## src/rtl/q2_sched.sv

```systemverilog
// q2_sched: round-robin scheduler sharing one q2 detector between two requesters.
// Optional post-burst idle window enabled by defining Q2_SCHED_FLUSH_EN.
module q2_sched #(
  parameter int BURST_LEN = 8,
  parameter int Q2_LAT    = 1,
  parameter int CNT_W     = 8,
  parameter int FLUSH_LEN = 2
) (
  input  logic             clk,
  input  logic             rst_n,
  input  logic [1:0]       req,
  input  logic [1:0]       a_in,
  input  logic [1:0]       b_in,
  output logic [1:0]       gnt,
  output logic [1:0]       done,
  output logic             aborted,
  output logic [CNT_W-1:0] x_cnt,
  output logic [CNT_W-1:0] z_cnt,
  output logic             busy,
  output logic             q2_a,
  output logic             q2_b,
  input  logic             q2_x,
  input  logic             q2_z
);

  localparam int M1 =
    (BURST_LEN > Q2_LAT) ? BURST_LEN : Q2_LAT;
  localparam int MAXL =
    (M1 > FLUSH_LEN) ? M1 : FLUSH_LEN;
  localparam int CW =
    (MAXL < 2) ? 1 : $clog2(MAXL);

  localparam logic [CW-1:0] RUN_LAST =
    CW'(BURST_LEN - 1);
  localparam logic [CW-1:0] LAT_LAST =
    CW'(Q2_LAT - 1);
`ifdef Q2_SCHED_FLUSH_EN
  localparam logic [CW-1:0] FL_LAST =
    CW'(FLUSH_LEN - 1);
`endif

  typedef enum logic [2:0] {
    S_IDLE,
    S_RUN,
    S_DRAIN,
    S_DONE
`ifdef Q2_SCHED_FLUSH_EN
    , S_FLUSH
`endif
  } state_t;

  state_t           r_state;
  state_t           w_nxt;
  logic [CW-1:0]    r_cnt;
  logic [1:0]       r_gnt;
  logic             r_ptr;
  logic [CNT_W-1:0] r_xc;
  logic [CNT_W-1:0] r_zc;
  logic             r_abt;
  logic [1:0]       r_done;
  logic [CNT_W-1:0] r_x_cnt;
  logic [CNT_W-1:0] r_z_cnt;
  logic             r_aborted;

  logic             w_pick;
  logic [1:0]       w_sel;
  logic             w_req_g;
  logic             w_run;
  logic             w_cnting;
  logic             w_fin;
  logic [CNT_W-1:0] w_x_nxt;
  logic [CNT_W-1:0] w_z_nxt;

  // Pointer side wins a tie; otherwise the sole requester.
  assign w_pick  = req[r_ptr] ? r_ptr : ~r_ptr;
  assign w_sel   = w_pick ? 2'b10 : 2'b01;
  assign w_req_g = |(req & r_gnt);
  assign w_run   = (r_state == S_RUN);
  assign w_cnting = w_run || (r_state == S_DRAIN);
  assign w_fin   = (r_state == S_DRAIN) &&
                   (w_nxt == S_DONE);

  assign w_x_nxt = (q2_x && !(&r_xc)) ?
                   r_xc + 1'b1 : r_xc;
  assign w_z_nxt = (q2_z && !(&r_zc)) ?
                   r_zc + 1'b1 : r_zc;

  always_comb begin
    w_nxt = r_state;
    unique case (r_state)
      S_IDLE:
        if (|req) w_nxt = S_RUN;
      S_RUN:
        if (!w_req_g || r_cnt == RUN_LAST)
          w_nxt = S_DRAIN;
      S_DRAIN:
        if (r_cnt == LAT_LAST) w_nxt = S_DONE;
`ifdef Q2_SCHED_FLUSH_EN
      S_DONE:
        w_nxt = S_FLUSH;
      S_FLUSH:
        if (r_cnt == FL_LAST) w_nxt = S_IDLE;
`else
      S_DONE:
        w_nxt = S_IDLE;
`endif
      default:
        w_nxt = S_IDLE;
    endcase
  end

  always_ff @(posedge clk or negedge rst_n) begin
    if (!rst_n) begin
      r_state <= S_IDLE;
      r_cnt   <= '0;
    end else begin
      r_state <= w_nxt;
      if (w_nxt != r_state) r_cnt <= '0;
      else                  r_cnt <= r_cnt + 1'b1;
    end
  end

  always_ff @(posedge clk or negedge rst_n) begin
    if (!rst_n) begin
      r_gnt <= '0;
      r_ptr <= 1'b0;
      r_xc  <= '0;
      r_zc  <= '0;
      r_abt <= 1'b0;
    end else begin
      if (r_state == S_IDLE) begin
        r_xc  <= '0;
        r_zc  <= '0;
        r_abt <= 1'b0;
        if (|req) r_gnt <= w_sel;
      end
      if (w_cnting) begin
        r_xc <= w_x_nxt;
        r_zc <= w_z_nxt;
      end
      if (w_run && !w_req_g) r_abt <= 1'b1;
      if (r_state == S_DONE) begin
        r_gnt <= '0;
        r_ptr <= r_gnt[0];
      end
    end
  end

  // Results land on the DRAIN->DONE edge so they are valid with done.
  always_ff @(posedge clk or negedge rst_n) begin
    if (!rst_n) begin
      r_done    <= '0;
      r_x_cnt   <= '0;
      r_z_cnt   <= '0;
      r_aborted <= 1'b0;
    end else begin
      r_done <= w_fin ? r_gnt : 2'b00;
      if (w_fin) begin
        r_x_cnt   <= w_x_nxt;
        r_z_cnt   <= w_z_nxt;
        r_aborted <= r_abt;
      end
    end
  end

  assign gnt     = r_gnt;
  assign done    = r_done;
  assign aborted = r_aborted;
  assign x_cnt   = r_x_cnt;
  assign z_cnt   = r_z_cnt;
  assign busy    = (r_state != S_IDLE);
  assign q2_a    = w_run && |(a_in & r_gnt);
  assign q2_b    = w_run && |(b_in & r_gnt);

endmodule

```

## config.mk

```make
export PLATFORM = sky130hd
export DESIGN_NAME = q2_sched
export DESIGN_NICKNAME = d
export VERILOG_FILES = /design/src/rtl/q2_sched.sv
export SDC_FILE = /design/constraint.sdc
export NUM_CORES = 1
export LEC_CHECK = 0
export CORE_MARGIN = 2
export CORE_UTILIZATION = 35
export DETAILED_ROUTE_END_ITERATION = 10
export GPL_TIMING_DRIVEN = 1
export PLACE_DENSITY_LB_ADDON = 0.3
export SYNTH_ARGS = -nofsm -noshare
export SYNTH_HDL_FRONTEND = slang
export SYNTH_SLANG_ARGS = --single-unit
```

## constraint.sdc

```tcl
create_clock -name clk -period 1.9 [get_ports clk]
set_input_delay 0.285 -clock clk [delete_from_list [all_inputs] [get_ports clk]]
set_output_delay 0.285 -clock clk [all_outputs]
set_load 0.05 [all_outputs]
```

=== After elaboration in Yosys (flattened, before gate mapping) ===
Index checks and enable logic that the tools add are counted.

* Register bits: 45
* Input bits: 10
* Logic and storage cells: 70
* Output and inout port bits: 24

* Add/subtract/negate cells: 3
* Reductions and logical operators: 25
* Muxes and demuxes: 20
* Order comparisons: 1
* Bitwise logic cells: 4
* Equal/unequal tests: 6

{| class="wikitable"
|+ Operator list
! operator !! count
|-
| 2-to-1 mux 8 bit || 5
|-
| adder 8 x 1 -> 8 bit (second input constant) || 2
|-
| AND reduction 8 bit || 2
|-
| 2-to-1 mux 3 bit || 4
|-
| 2-to-1 mux 2 bit || 5
|-
| equality test 3 x 2 -> 1 bit (second input constant) || 3
|-
| case mux 3 bit (3 select lines) || 1
|-
| nonzero test 2 bit || 4
|-
| OR reduction 2 bit || 4
|-
| AND 2 bit || 3
|-
| logical AND 1 bit || 6
|-
| logical NOT 3 bit || 2
|-
| 2-to-1 mux 1 bit || 5
|-
| adder 3 x 1 -> 3 bit (second input constant) || 1
|-
| equality test 3 x 1 -> 1 bit (second input constant) || 1
|-
| equality test 3 bit (second input constant) || 1
|-
| logical NOT 1 bit || 3
|-
| inequality test 3 bit || 1
|-
| nonzero test 3 bit || 1
|-
| logical OR 1 bit || 2
|-
| less-than comparator 1 x 2 -> 1 bit (second input constant) || 1
|-
| AND reduction 2 bit || 1
|-
| inverter 1 bit || 1
|}

=== Longest topological paths before layout ===
* Depth in word-level cells: 9
* Gate-level depth with buffers: 7
* Mapped depth without buffers: 5

=== Least setup slack after synthesis ===
No wires, ideal clock.

* Path type: reg-to-output
* Start point: register r_gnt[0] (netlist: gnt[0])
* End point: output port q2_a
* Arrival time: 1.516 ns
* Required time: 1.615 ns
* Stages on the path, launching flop included: 3
* Slack: 0.099 ns
* Buffers on the path: 0
* Cell sequence: dfrtp_1 -> a22oi_1 -> nor2_1

* Word-level cells in the longest chain between the ends: 3

{| class="wikitable"
|+ Ends and longest elaborated chain
! item !! RTL line !! source
|-
| from (decl) || 55 || <nowiki>logic [1:0] r_gnt;</nowiki>
|-
| from (signal assigned) || 135 || <nowiki>if (|req) r_gnt <= w_sel;</nowiki>
|-
| AND 2 bit || 172 || <nowiki>assign q2_a = w_run && |(a_in & r_gnt);</nowiki>
|-
| OR reduction 2 bit || 172 ||
|-
| logical AND 1 bit || 172 ||
|-
| to (decl) || 20 || <nowiki>output logic q2_a,</nowiki>
|}

No other way between the ends.

=== Final worst setup path ===
* Start point: register r_x_cnt[5] (netlist: x_cnt[5])
* End point: output port x_cnt[5]

{| class="wikitable"
|+ RTL lines
! item !! RTL line !! source
|-
| from (decl) || 61 || <nowiki>logic [CNT_W-1:0] r_x_cnt;</nowiki>
|-
| from (signal assigned) || 159 || <nowiki>r_x_cnt <= w_x_nxt;</nowiki>
|-
| to (decl) || 17 || <nowiki>output logic [CNT_W-1:0] x_cnt,</nowiki>
|}

No word-level cell between the ends.

==> impl_results.html <==
<table>
<tr><th>Metric</th><th>Value</th></tr>
<tr><th colspan="2">Place</th></tr>
<tr><td>Detailed-placement wirelength estimate</td><td>3597 um</td></tr>
<tr><td>Instance area after placement</td><td>2820 um^2</td></tr>
<tr><td>Number of placed instances, taps included</td><td>360</td></tr>
<tr><td>Final Wtd Congestion</td><td>0.8406</td></tr>
<tr><td>Count of buffers from port buffering</td><td>33</td></tr>
<tr><th colspan="2">Layout</th></tr>
<tr><td>Final Instance Count excl. Fillers</td><td>369</td></tr>
<tr><td>Final cell area excluding filler cells</td><td>2950 um^2</td></tr>
<tr><td>Area grow syn2layout</td><td>26.37%</td></tr>
<tr><td>Most common library cell in the layout ignoring fill and taps</td><td>sky130_fd_sc_hd__dfrtp_1</td></tr>
<tr><td>Number of inserted filler cells in the final layout</td><td>632</td></tr>
<tr><td>Antenna Diode Count</td><td>0</td></tr>
<tr><td>Proportion of layout cells with a drive suffix above 1</td><td>0.1370</td></tr>
<tr><td>Sequential cell area</td><td>1126 um^2</td></tr>
<tr><td>Number of nets in the layout</td><td>306</td></tr>
<tr><td>Area of the multi-input gates</td><td>1116 um^2</td></tr>
<tr><td>Most frequent cells in the layout</td><td>sky130_fd_sc_hd__dfrtp_1 (45), sky130_fd_sc_hd__nand2_1 (38), sky130_fd_sc_hd__clkdlybuf4s50_1 (27)</td></tr>
<tr><th colspan="2">Floorplan</th></tr>
<tr><td>Floorplan die width</td><td>85.68 um</td></tr>
<tr><td>Die Area</td><td>7340 um^2</td></tr>
<tr><td>I/O pin total</td><td>34</td></tr>
<tr><td>Core region area</td><td>6386 um^2</td></tr>
<tr><td>Starting density of the core</td><td>0.3656</td></tr>
<tr><td>Standard-cell rows</td><td>29</td></tr>
<tr><td>Die H</td><td>85.68 um</td></tr>
<tr><th colspan="2">Yosys</th></tr>
<tr><td>Share of the synthesized area in the top cell type</td><td>0.4823</td></tr>
<tr><td>Post-synthesis instance area</td><td>2335 um^2</td></tr>
<tr><td>Number of flip-flops and latches in the synthesized netlist</td><td>45</td></tr>
<tr><td>Net count of the mapped netlist</td><td>263</td></tr>
<tr><td>Cell type with the largest total area after synthesis</td><td>sky130_fd_sc_hd__dfrtp_1</td></tr>
<tr><td>Synthesized netlist cell count</td><td>248</td></tr>
<tr><td>Biggest area contributors in the synthesized netlist</td><td>sky130_fd_sc_hd__dfrtp_1 (48%), sky130_fd_sc_hd__nand2_1 (6.1%), sky130_fd_sc_hd__a31oi_1 (3.5%)</td></tr>
<tr><td>Cell variety after synth</td><td>48</td></tr>
<tr><td>Synthesized area per cell</td><td>9.414 um^2</td></tr>
<tr><td>YS warnings</td><td>0</td></tr>
<tr><td>Async set or reset register ratio after synthesis</td><td>1.000</td></tr>
<tr><td>Share of synthesized area occupied by flip-flops and latches</td><td>0.4823</td></tr>
<tr><td>Most common flop cell mapped by yosys</td><td>sky130_fd_sc_hd__dfrtp_1</td></tr>
<tr><td>Number of enable flip-flop cells after synthesis</td><td>0</td></tr>
<tr><th colspan="2">Detailed routing</th></tr>
<tr><td>Number of nets with antenna violations after detailed routing</td><td>0</td></tr>
<tr><td>Vias per inst</td><td>5.184</td></tr>
<tr><td>Met2 Wirelength</td><td>2328 um</td></tr>
<tr><td>Met3 Routed Length</td><td>165 um</td></tr>
<tr><td>Residual DRC</td><td>0</td></tr>
<tr><td>Wire length per cell after detailed routing</td><td>13.38 um</td></tr>
<tr><td>Top routing layer used</td><td>met4</td></tr>
<tr><td>Drt first-iter violations</td><td>69</td></tr>
<tr><td>M1 WL</td><td>2361 um</td></tr>
<tr><td>Pre-antenna DRT Iters</td><td>4</td></tr>
<tr><td>Total Wirelength</td><td>4937 um</td></tr>
<tr><td>Overall via count from detail_route</td><td>1,913</td></tr>
<tr><th colspan="2">Clock network</th></tr>
<tr><td>Maximum number of buffers from clock root to sink</td><td>2</td></tr>
<tr><td>Total CTS buffers</td><td>5</td></tr>
<tr><td>CTS sink cnt</td><td>45</td></tr>
<tr><td>Insertion delay of the later-clocked pin in the worst-skew pair</td><td>300 ps</td></tr>
<tr><td>Buffer cell driving the clock tree root</td><td>sky130_fd_sc_hd__clkbuf_8</td></tr>
<tr><td>CTS tree</td><td>yes</td></tr>
<tr><td>Clock Pin Slew Worst Setup and Hold Paths</td><td>90 ps</td></tr>
<tr><td>H-Tree Depth</td><td>2</td></tr>
<tr><th colspan="2">Power</th></tr>
<tr><td>Sequential cell fraction of total power</td><td>0.340</td></tr>
<tr><td>Total power density per cell area</td><td>1424 nW/um^2</td></tr>
<tr><td>Fraction of power consumed by combinational cells</td><td>0.480</td></tr>
<tr><td>Net switching power of the design</td><td>1.818 mW</td></tr>
<tr><td>Worst ir drop on vdd</td><td>824.7 uV</td></tr>
<tr><td>Clock power frac</td><td>0.180</td></tr>
<tr><td>Pint</td><td>2.383 mW</td></tr>
<tr><td>Leakage</td><td>1.263 nW</td></tr>
<tr><td>Switching part of the total</td><td>0.4328</td></tr>
<tr><th colspan="2">Worst setup path</th></tr>
<tr><td>Worst Path Required</td><td>1620 ps</td></tr>
<tr><td>Category of the worst setup path launch point</td><td>register</td></tr>
<tr><td>Largest stage delay on the critical path</td><td>810 ps</td></tr>
<tr><td>Maximum net fanout on the critical path</td><td>2</td></tr>
<tr><td>Buffer and inverter count on the worst path</td><td>1</td></tr>
<tr><td>Worst-path cell chain</td><td>clkdlybuf4s50_1</td></tr>
<tr><td>Slowest cell on crit path</td><td>sky130_fd_sc_hd__clkdlybuf4s50_1</td></tr>
<tr><td>Setup Crit Path Kind</td><td>reg2out</td></tr>
<tr><td>Worst EP arrival</td><td>1480 ps</td></tr>
<tr><td>Critical Path End Type</td><td>primary output</td></tr>
<tr><td>CP top delay family</td><td>buffers and inverters</td></tr>
<tr><th colspan="2">STA</th></tr>
<tr><td>Setup repair after global routing missed its margin</td><td>no</td></tr>
<tr><td>Minimum clock period</td><td>1770 ps</td></tr>
<tr><td>Remaining max-slew budget at the tightest pin</td><td>0.6426</td></tr>
<tr><td>Highest Clock Rate</td><td>565.1 MHz</td></tr>
<tr><td>Transition time at the pin with the least slew margin</td><td>534.4 ps</td></tr>
<tr><td>Final number of setup-violating endpoints</td><td>0</td></tr>
<tr><td>Accumulated negative setup slack</td><td>0 ps</td></tr>
<tr><td>Final slew viol count</td><td>0</td></tr>
<tr><td>Final hold viol count</td><td>0</td></tr>
<tr><td>Final worst clock skew</td><td>7.447 ps</td></tr>
<tr><td>Period Utilization, post-route</td><td>0.9314</td></tr>
<tr><th colspan="2">Global routing</th></tr>
<tr><td>Wire length of the first global-routing pass</td><td>8480 um</td></tr>
<tr><td>Antenna violations before repair</td><td>0</td></tr>
<tr><td>Largest net degree at the start of global routing</td><td>26</td></tr>
<tr><td>Vias in the first global route</td><td>1,850</td></tr>
<tr><td>Overall track demand over capacity in global routing</td><td>0.1456</td></tr>
<tr><td>Total congestion overflow</td><td>0</td></tr>
<tr><th colspan="2">Hold path</th></tr>
<tr><td>Min-delay worst type</td><td>reg2reg</td></tr>
<tr><th colspan="2">Status</th></tr>
<tr><td>Status</td><td>finished clean</td></tr>
<tr><th colspan="2">Flow run</th></tr>
<tr><td>Max Cap Viol</td><td>0</td></tr>
</table>
-- registers in the layout, indices dropped and copies added, names as in the netlist --
name / count
r_state: 3
x_cnt: 8
r_ptr: 1
r_cnt: 3
z_cnt: 8
done: 2
aborted: 1
r_zc: 8
r_xc: 8
r_abt: 1
gnt: 2
-- power by group through the flow --
stage	combinational (mW)	clock [mW]	sequential, mW
after global routing	2.16	0.818	1.47
after global placement	2.02	0	1.44
after floorplan	0.661	0	2.12
after CTS	2.04	0.781	1.44
after detailed placement	2.03	0	1.45
final	2.02	0.757	1.43
-- cell usage after synthesis (all sizes together), types with 2 or more instances --
| library cell | count |
|---|---|
| nand3 | 4 |
| buf | 7 |
| clkbuf | 5 |
| inv | 7 |
| and4 | 4 |
| a22oi | 3 |
| nor2 | 16 |
| nand4 | 6 |
| or3 | 2 |
| nor3b | 2 |
| ha | 5 |
| a21oi | 16 |
| nand2b | 7 |
| and3 | 5 |
| dfrtp | 45 |
| a32o | 2 |
| nand2 | 38 |
| a31oi | 13 |
| xnor2 | 5 |
| a21o | 3 |
| nor3 | 4 |
| a21boi | 2 |
| mux2i | 3 |
| o21ai | 23 |
| and2 | 3 |
-- cell type report --
| class | count | share of cell area |
|---|---|---|
| Sequential cell | 45 | 0.3817 |
| Inverter | 7 | 0.008906 |
| Clock inverter | 2 | 0.01272 |
| Clock buffer | 6 | 0.02799 |
| Timing Repair Buffer | 48 | 0.1578 |
| Tap cell | 77 | 0.03265 |
| Multi-Input combinational cell | 184 | 0.3783 |
-- path summary, 6_finish.rpt --
| check | startpoint | end | slack (ps) | cells past startpoint |
|---|---|---|---|---|
| max | x_cnt[5]$_DFFE_PN0P_ | x_cnt[5] | 130 | 1 |
| min | r_cnt[0]$_DFF_PN0_ | r_cnt[0]$_DFF_PN0_ | 460 | 1 |
| max reg2reg | r_xc[0]$_DFFE_PN0P_ | r_xc[5]$_DFFE_PN0P_ | 200 | 5 |
| min reg2reg | r_cnt[0]$_DFF_PN0_ | r_cnt[0]$_DFF_PN0_ | 460 | 1 |
| max in group asynchronous | rst_n | r_zc[5]$_DFFE_PN0P_ | 900 | 3 |
| min in group asynchronous | rst_n | aborted$_DFFE_PN0P_ | 490 | 2 |
-- metrics by stage --
step | util | hold slack [ps] | worst slack, ps | total power [mW]
final | 0.4620 | 464.8 | 130.4 | 4.201
after global routing | 0.4620 | 490.4 | 56.15 | 4.456
after CTS | 0.4620 | 470.7 | 103.4 | 4.257
after detailed placement | 0.4416 | 297.5 | 116.1 | 3.486
after global placement | 0.4416 | 283.7 | 154.1 | 3.463
after floorplan | - | -10.59 | 98.86 | 2.778
-- cell families (layout without fill, tap and decap cells) --
logic type,Yosys count,count (layout),synth area share
and+or+nand+nor,98,98,0.2144
AOI/OAI and AO/OA,70,70,0.1951
DFF,45,45,0.4823
buffers and inverters,19,63,0.03966
xor gates and xnor gates,6,6,0.02251
adders and majority gates,5,5,0.02680
muxes,4,4,0.01769
other,1,1,0.001606
-- routing by layer --
metal,global-route usage,vias up
met5,0,-
met4,0.05483,0
met3,0.03561,7
met2,0.2337,25
met1,0.1907,901
li1,-,980
-- what timing repair did --
item                       in CTS  in global routing
hold endpoints to repair       20                  0
resized for setup               0                  1
buffers inserted                0                  0
setup endpoints to repair       0                  1
hold buffers                    1                  0
No activity file was read; power rests on OpenSTA's default activity.
